--- src/rtl/pipe_stage_reg.sv ---
// pipe_stage_reg: valid/ready EX/MEM-class stage register with an optional
// 2-entry skid buffer, synchronous flush (bubble insert) and start gating.
module pipe_stage_reg #(
  parameter int CTRL_W = 5,
  parameter int DATA_W = 32,
  parameter int RD_W   = 5,
  parameter bit SKID   = 1'b1
) (
  input  logic              clk_i,
  input  logic              rst_i,
  input  logic              start_i,
  input  logic              flush_i,
  input  logic              in_valid_i,
  output logic              in_ready_o,
  input  logic [CTRL_W-1:0] ctrl_i,
  input  logic [DATA_W-1:0] data_i,
  input  logic [DATA_W-1:0] wdata_i,
  input  logic [RD_W-1:0]   rd_i,
  output logic              out_valid_o,
  input  logic              out_ready_i,
  output logic [CTRL_W-1:0] ctrl_o,
  output logic [DATA_W-1:0] data_o,
  output logic [DATA_W-1:0] wdata_o,
  output logic [RD_W-1:0]   rd_o,
  output logic [1:0]        count_o
);

  typedef struct packed {
    logic [CTRL_W-1:0] ctrl;
    logic [DATA_W-1:0] data;
    logic [DATA_W-1:0] wdata;
    logic [RD_W-1:0]   rd;
  } beat_t;

  typedef enum logic [1:0] {
    EMPTY = 2'd0,
    ONE   = 2'd1,
    FULL  = 2'd2
  } state_t;

  state_t state;
  beat_t  m;
  beat_t  s;
  beat_t  in_beat;
  logic   push;
  logic   pop;

  assign in_beat = {ctrl_i, data_i, wdata_i, rd_i};

  // Skid build: ready depends only on registered state, cutting the
  // combinational path from out_ready_i back upstream.
  if (SKID) begin : g_skid
    assign in_ready_o = start_i & (state != FULL);
  end else begin : g_single
    assign in_ready_o = start_i & ((state == EMPTY) | out_ready_i);
  end

  assign out_valid_o = (state != EMPTY);
  assign push        = in_valid_i & in_ready_o;
  assign pop         = out_valid_o & out_ready_i;

  always_ff @(posedge clk_i or negedge rst_i) begin
    if (!rst_i) begin
      state <= EMPTY;
      m     <= '0;
      s     <= '0;
    end else if (flush_i) begin
      state <= EMPTY;
      m     <= '0;
      s     <= '0;
    end else begin
      unique case (state)
        EMPTY: begin
          if (push) begin
            m     <= in_beat;
            state <= ONE;
          end
        end
        ONE: begin
          if (push && pop) begin
            m <= in_beat;
          end else if (push && SKID) begin
            s     <= in_beat;
            state <= FULL;
          end else if (pop) begin
            m     <= '0;
            state <= EMPTY;
          end
        end
        FULL: begin
          if (pop) begin
            m     <= s;
            s     <= '0;
            state <= ONE;
          end
        end
        default: begin
          state <= EMPTY;
          m     <= '0;
          s     <= '0;
        end
      endcase
    end
  end

  // Bubbles carry no control bits so downstream sees no side effects.
  assign ctrl_o  = out_valid_o ? m.ctrl : '0;
  assign data_o  = m.data;
  assign wdata_o = m.wdata;
  assign rd_o    = m.rd;
  assign count_o = state;

endmodule
--- config.mk ---
export PLATFORM = sky130hd
export DESIGN_NAME = pipe_stage_reg
export DESIGN_NICKNAME = d
export VERILOG_FILES = /design/src/rtl/pipe_stage_reg.sv
export SDC_FILE = /design/constraint.sdc
export NUM_CORES = 1
export LEC_CHECK = 0
export ABC_AREA = 1
export CAP_MARGIN = 40
export CORE_MARGIN = 2
export CORE_UTILIZATION = 54
export DETAILED_ROUTE_END_ITERATION = 10
export GPL_TIMING_DRIVEN = 0
export MAX_ROUTING_LAYER = met4
export PLACE_DENSITY = 0.81
export SLEW_MARGIN = 15
export SYNTH_ARGS = -nofsm -noshare
export SYNTH_HDL_FRONTEND = slang
export SYNTH_SLANG_ARGS = --single-unit
--- constraint.sdc ---
create_clock -name clk_i -period 2 [get_ports clk_i]
set_clock_uncertainty 0.2 [all_clocks]
set_input_delay 0.3 -clock clk_i [delete_from_list [all_inputs] [get_ports clk_i]]
set_output_delay 0.3 -clock clk_i [all_outputs]
set_load 0.02 [all_outputs]
==> run metrics, run 1 <==
number of fill cells ~1.3k; Initial DRC Count 953; Worst-Margin Slew 0.704 ns; CTS tree yes; routed vias 9213; overall power 12.4 mW; Clock transition at path regs 0.06 ns; Post-Route Utilization 73.1%; TNS Setup -0.0452 ns; final worst slack -0.0309 ns; CP cell instances inv_2, nand2_2, inv_2, buf_8, clkbuf_16, nor2_4, buf_6; Die Footprint ~18000 um^2; Synth cell types 18; normalized max-slew margin between 50% and 60%; layout cell share with drive strength beyond 1 14.6%; slowest stage delay, CP 0.44 ns; CP Max Fanout 5; first-pass GRT wire length about 42 mm; WL/cell 15.3 um; num ports around 160; cts bufs inserted 17; DR vias/cell 5.26; CTS root buffer clkbuf_16; cell count after synthesis 1322; Max clock buf depth 2; WS Path Type flip-flop to output port; minimum clock period 2.03 ns; most frequent cells in the layout nand2_1 (541), dfrtp_1 (148), inv_1 (138); maxcap violations 0; hold crit path type input port to asynchronous set/reset pin; Die W 133 um; Die Span Y 133 um; static leakage 7.11 nW; Ys Warns 0; Slew Limit Fails 0; Max Fclk 0.492 GHz; antenna violations before repair 0; critical path capture point type output port; WL final 26.8 mm; # diodes 0; PD cells 1030 nW/um^2; Post-DRT Antenna Nets 0; grt ovf 0; Pre-antenna DRT Iters 5; core box area about 16000 um^2; RSZ-0062 raised after global routing true; syn avg cell area slightly below 7 um^2; clock latency on the worst-skew pair between 0.4 and 0.5 ns; commonest non-fill, non-tap cell in the layout nand2_1; area grow syn2layout 33.7%; outcome finished, violations left; worst path required time 1.50 ns; number of I/O port buffers 156; Starting Density 54.7%; CP max stage cell dfrtp_2; Synth top area share 41.8%; Sink Count 150; fin cells 1751; worst hold slack 0.242 ns; final count of hold timing violations 0; largest net degree at the start of global routing about 80; DRC 0; worst vdd rail ir drop 713 uV; DP Cell Count 1699; H-tree Lvls 4; cell taking the most area after synthesis dfrtp_1; arrival time of the worst setup path 1.53 ns; failing checks setup timing; synth top area cells dfrtp_1 (42%), nand2_1 (23%), buf_4 (6.9%); Final period util 102%; Synth Cell Area 8970 um^2; Total GRT Usage 30.6%; Final #Nets 1599; Net Count, Synth 1402; Cell Rows 47; Yosys reg bits 150; post-DP HPWL between 15 and 20 mm; vias in the first global route 8461; sequential area share after synthesis 41.8%; GPL Wtd Cong 0.913; CP Launch Type flip-flop; Setup violations, final 2; most frequent CP cell inv_2
[per-layer routing]
metal / part of all wire, % / global-route usage (%) / vias to the layer above
met4: 2.7 / 10.7 / 0
met5: 0 / - / -
met3: 8.1 / 6.44 / 77
li1: - / - / 4460
met2: 48 / 46.4 / 457
met1: 42 / 41.1 / 4219
[final timing paths]
path / start / to / slack (ns) / cells past startpoint
worst max-delay path: count_o[0] / in_ready_o / -0.03 / 7
worst min-delay path: rst_i / s[27] / 0.24 / 2
worst max register to register: count_o[1] / m[73] / 0.01 / 12
worst min register to register: s[9] / s[9] / 0.27 / 2
max in group asynchronous: rst_i / count_o[1] / 0.55 / 3
min in group clk_i: s[9] / s[9] / 0.27 / 2
[Yosys cell counts]
master	number
nand3_2	1
nand2_2	1
buf_2	36
nand2_1	549
inv_1	140
nand4_1	75
dfrtp_1	150
nor2_2	2
inv_2	2
o31ai_1	1
nor3_1	67
a21oi_2	1
nor2_1	36
o21ai_0	56
nand3_1	77
clkbuf_1	39
buf_4	83
buf_1	6
[per-stage QoR]
stage,cell area (um^2),worst slack (ns)
after detailed placement,10800,-0.666
after CTS,11600,-0.0549
after global routing,12000,-0.0692
final,12000,-0.0309
after global placement,10800,-5.66
after floorplan,8970,0.0888
[where the power goes]
| part | total (mW) | internal (mW) | leakage, nW | switching [mW] |
|---|---|---|---|---|
| registers | 4.00 | 3.65 | 2.02 | 0.347 |
| logic | 5.20 | 2.21 | 4.81 | 2.99 |
| clock network | 3.19 | 1.92 | 0.286 | 1.27 |
[area by class of cell]
cell class	instances	area, um^2	area share (%)
clock buffers	22	474	3.95
multi-input cells	866	3780	31.5
flip-flops and latches	150	3760	31.3
clock inverters	9	101	0.845
plain buffers	164	1170	9.78
inverters	142	533	4.44
repair buffers	178	1900	15.8
well taps	220	275	2.29
[critical path, delay by kind of cell (launching register included)]
kind	cells	cell delay [ns]
AND/OR/NAND/NOR	2	0.10
buffers and inverters	5	0.55
flip-flops	1	0.44
[sequential cells by signal, summed over array words and instances, names as in the netlist]
| signal | flops |
|---|---|
| rd_o | 5 |
| s | 74 |
| wdata_o | 32 |
| m | 5 |
| data_o | 32 |
| count_o | 2 |
[cells by family after synthesis]
| group | after synthesis | synth area share (%) |
|---|---|---|
| compound gates | 58 | 3.31 |
| buf+inv | 306 | 16.8 |
| flops | 150 | 41.8 |
| simple gates | 808 | 38.1 |
[timing repair]
item / CTS / global route
setup endpoints to repair: 136 / 190
setup buffers: 9 / 8
endpoints found under the hold margin: 77 / 0
gates cloned: 0 / 3
gates resized for setup: 83 / 113
pin swaps: 1 / 1
hold buffers: 1 / 0
(Power assumes the default switching activity.)
==> run 2, diff against run 1 <==
--- a/config.mk
+++ b/config.mk
@@ -7,10 +7,10 @@
 export LEC_CHECK = 0
 export ABC_AREA = 1
 export CAP_MARGIN = 40
-export CORE_MARGIN = 2
+export CORE_MARGIN = 5
 export CORE_UTILIZATION = 54
 export DETAILED_ROUTE_END_ITERATION = 10
-export GPL_TIMING_DRIVEN = 0
+export GPL_ROUTABILITY_DRIVEN = 0
 export MAX_ROUTING_LAYER = met4
 export PLACE_DENSITY = 0.81
 export SLEW_MARGIN = 15
==> run 2 against run 1 <==
- the flow now finishes without violations
- hold slack got worse by 0.095 ns
- via count fell by 6.1%
- non-clock buffer count fell by 130
- sequential power barely moved
- clock-buffer cell count fell by 3
- sequential share of layout area rose by 2.4 points
- wire length fell by 7.3%
- final cell count fell by 7.3%
- register-to-register slack improved by 0.12 ns
- die area rose by 9.2%
==> run metrics, run 2 (synthesis results as in run 1) <==
Cell Rows between 40 and 50; first-pass GRT wire length 41.9 mm; Reg2Reg Depth 10; final count of hold timing violations 0; commonest non-fill, non-tap cell in the layout nand2_1; arrival time of the worst setup path 1.46 ns; cts bufs inserted 17; PD cells 1080 nW/um^2; Pre-antenna DRT Iters 8; minimum clock period 1.96 ns; post-DP HPWL 15.9 mm; maxcap violations 0; critical path capture point type output port; num ports between 150 and 200; CP Max Fanout 4; Crit Reg-Reg Startpoint count_o[0]; WL/cell 15.3 um; normalized max-slew margin 60.8%; Final #Nets 1469; WS Path Type flip-flop to output port; Final Cell Area 11200 um^2; antenna violations before repair 1; Clock transition at path regs roughly 0.060 ns; most frequent cells in the layout nand2_1 (546), dfrtp_1 (148), clkdlybuf4s50_1 (146); Setup violations, final 0; DR vias/cell 5.33; RR Endpoint data_o[13]; CTS root buffer clkbuf_16; WL final 24.9 mm; DP Cell Count 1585; fin cells 1623; CP startpoint count_o[1]; largest net degree at the start of global routing 65; RSZ-0062 raised after global routing true; Max clock buf depth 2; min-delay src flush_i; number of fill cells 1362; routed vias between 8k and 9k; WHS Endpoint s[13]; H-tree Lvls 4; DRC 0; reg2reg setup slack 0.13 ns; Slew Limit Fails 0; core box area 16500 um^2; Final period util 98.1%; grt ovf 0; Max Fclk 0.509 GHz; area grow syn2layout 24.4%; static leakage 5.91 nW; Placed Area 10500 um^2; Setup Slack @ Placement -0.167 ns; Starting Density 54.5%; Die Footprint 19300 um^2; CP Launch Type flip-flop; worst hold slack around 0.15 ns; CTS tree yes; layout cell share with drive strength beyond 1 7.99%; worst vdd rail ir drop just under 700 uV; Initial DRC Count around 930; Sink Count 150; worst path required time 1.50 ns; overall power roughly 12 mW; number of I/O port buffers between 150 and 200; Top reg by flops s; max reg flops 74; Post-DRT Antenna Nets 0; TNS Setup 0 ns; hold crit path type input port to flip-flop; final worst slack approximately 0.037 ns; Die Span Y approximately 140 um; Hold Path Depth 4; Post-Route Utilization 67.8%; Worst-Margin Slew 0.588 ns; Die W 139 um; clock latency on the worst-skew pair 0.43 ns; vias in the first global route 8504; outcome complete, no violations; Total GRT Usage 26.8%
[run 2: cell types whose count changed in the layout (fill, tap and decap cells not counted), moves of 5 or more]
| cell | previous run | this run |
|---|---|---|
| buf_12 | 1 | 14 |
| buf_2 | 19 | 2 |
| buf_4 | 99 | 39 |
| buf_6 | 12 | 3 |
| buf_8 | 6 | 0 |
| clkbuf_1 | 22 | 1 |
| clkbuf_2 | 15 | 1 |
| clkbuf_4 | 13 | 0 |
| clkdlybuf4s50_1 | 100 | 146 |
| dlymetal6s2s_1 | 43 | 0 |
| nand2_1 | 541 | 546 |
| nand2_2 | 8 | 1 |
[run 2: power breakdown]
group          internal [mW]  leakage, nW  switching (mW)
clock network           2.24        0.317            1.29
logic                   1.75         3.57            2.79
registers               3.65         2.02           0.354
[run 2: what timing repair did]
| action | in CTS | in global routing |
|---|---|---|
| gates resized for setup | 25 | 7 |
| buffers inserted | 3 | 1 |
| endpoints found under the hold margin | 46 | 0 |
| pin swaps | 0 | 0 |
| setup endpoints to repair | 9 | 108 |
| hold buffers | 1 | 0 |
[run 2: critical path, stage by stage (launching register included)]
cell and delay (ns):
dfrtp_2 0.44, nor2_4 0.15, buf_4 0.16, nor2_1 0.04, clkdlybuf4s15_2 0.24
[run 2: area by class of cell]
| cell class | count | area (um^2) | share of cell area [%] |
|---|---|---|---|
| Multi-Input combinational cell | 866 | 3790 | 34.0 |
| Antenna cell | 1 | 2.50 | 0.0224 |
| Timing Repair Buffer | 212 | 2150 | 19.3 |
| Sequential cell | 150 | 3760 | 33.7 |
| Clock buffer | 19 | 443 | 3.97 |
| Clock inverter | 13 | 204 | 1.83 |
| Inverter | 142 | 533 | 4.78 |
| Tap cell | 220 | 275 | 2.47 |
[run 2: how the worst max path moves through the flow]
stage / to / slack (ns) / cells past startpoint
2_1_floorplan: m[70] / 0.09 / 9
3_3_place_gp: s[44] / -0.13 / 6
3_5_place_dp: data_o[13] / -0.17 / 8
4_1_cts: ctrl_o[0] / 0.0005 / 4
5_1_grt: in_ready_o / -0.006 / 5
6_report: ctrl_o[1] / 0.04 / 4
[run 2: per-layer routing]
metal | GRT usage [%] | part of all wire [%]
met5 | - | 0
met4 | 10.5 | 2.9
met3 | 4.21 | 6.9
met2 | 43.0 | 48
met1 | 34.3 | 42
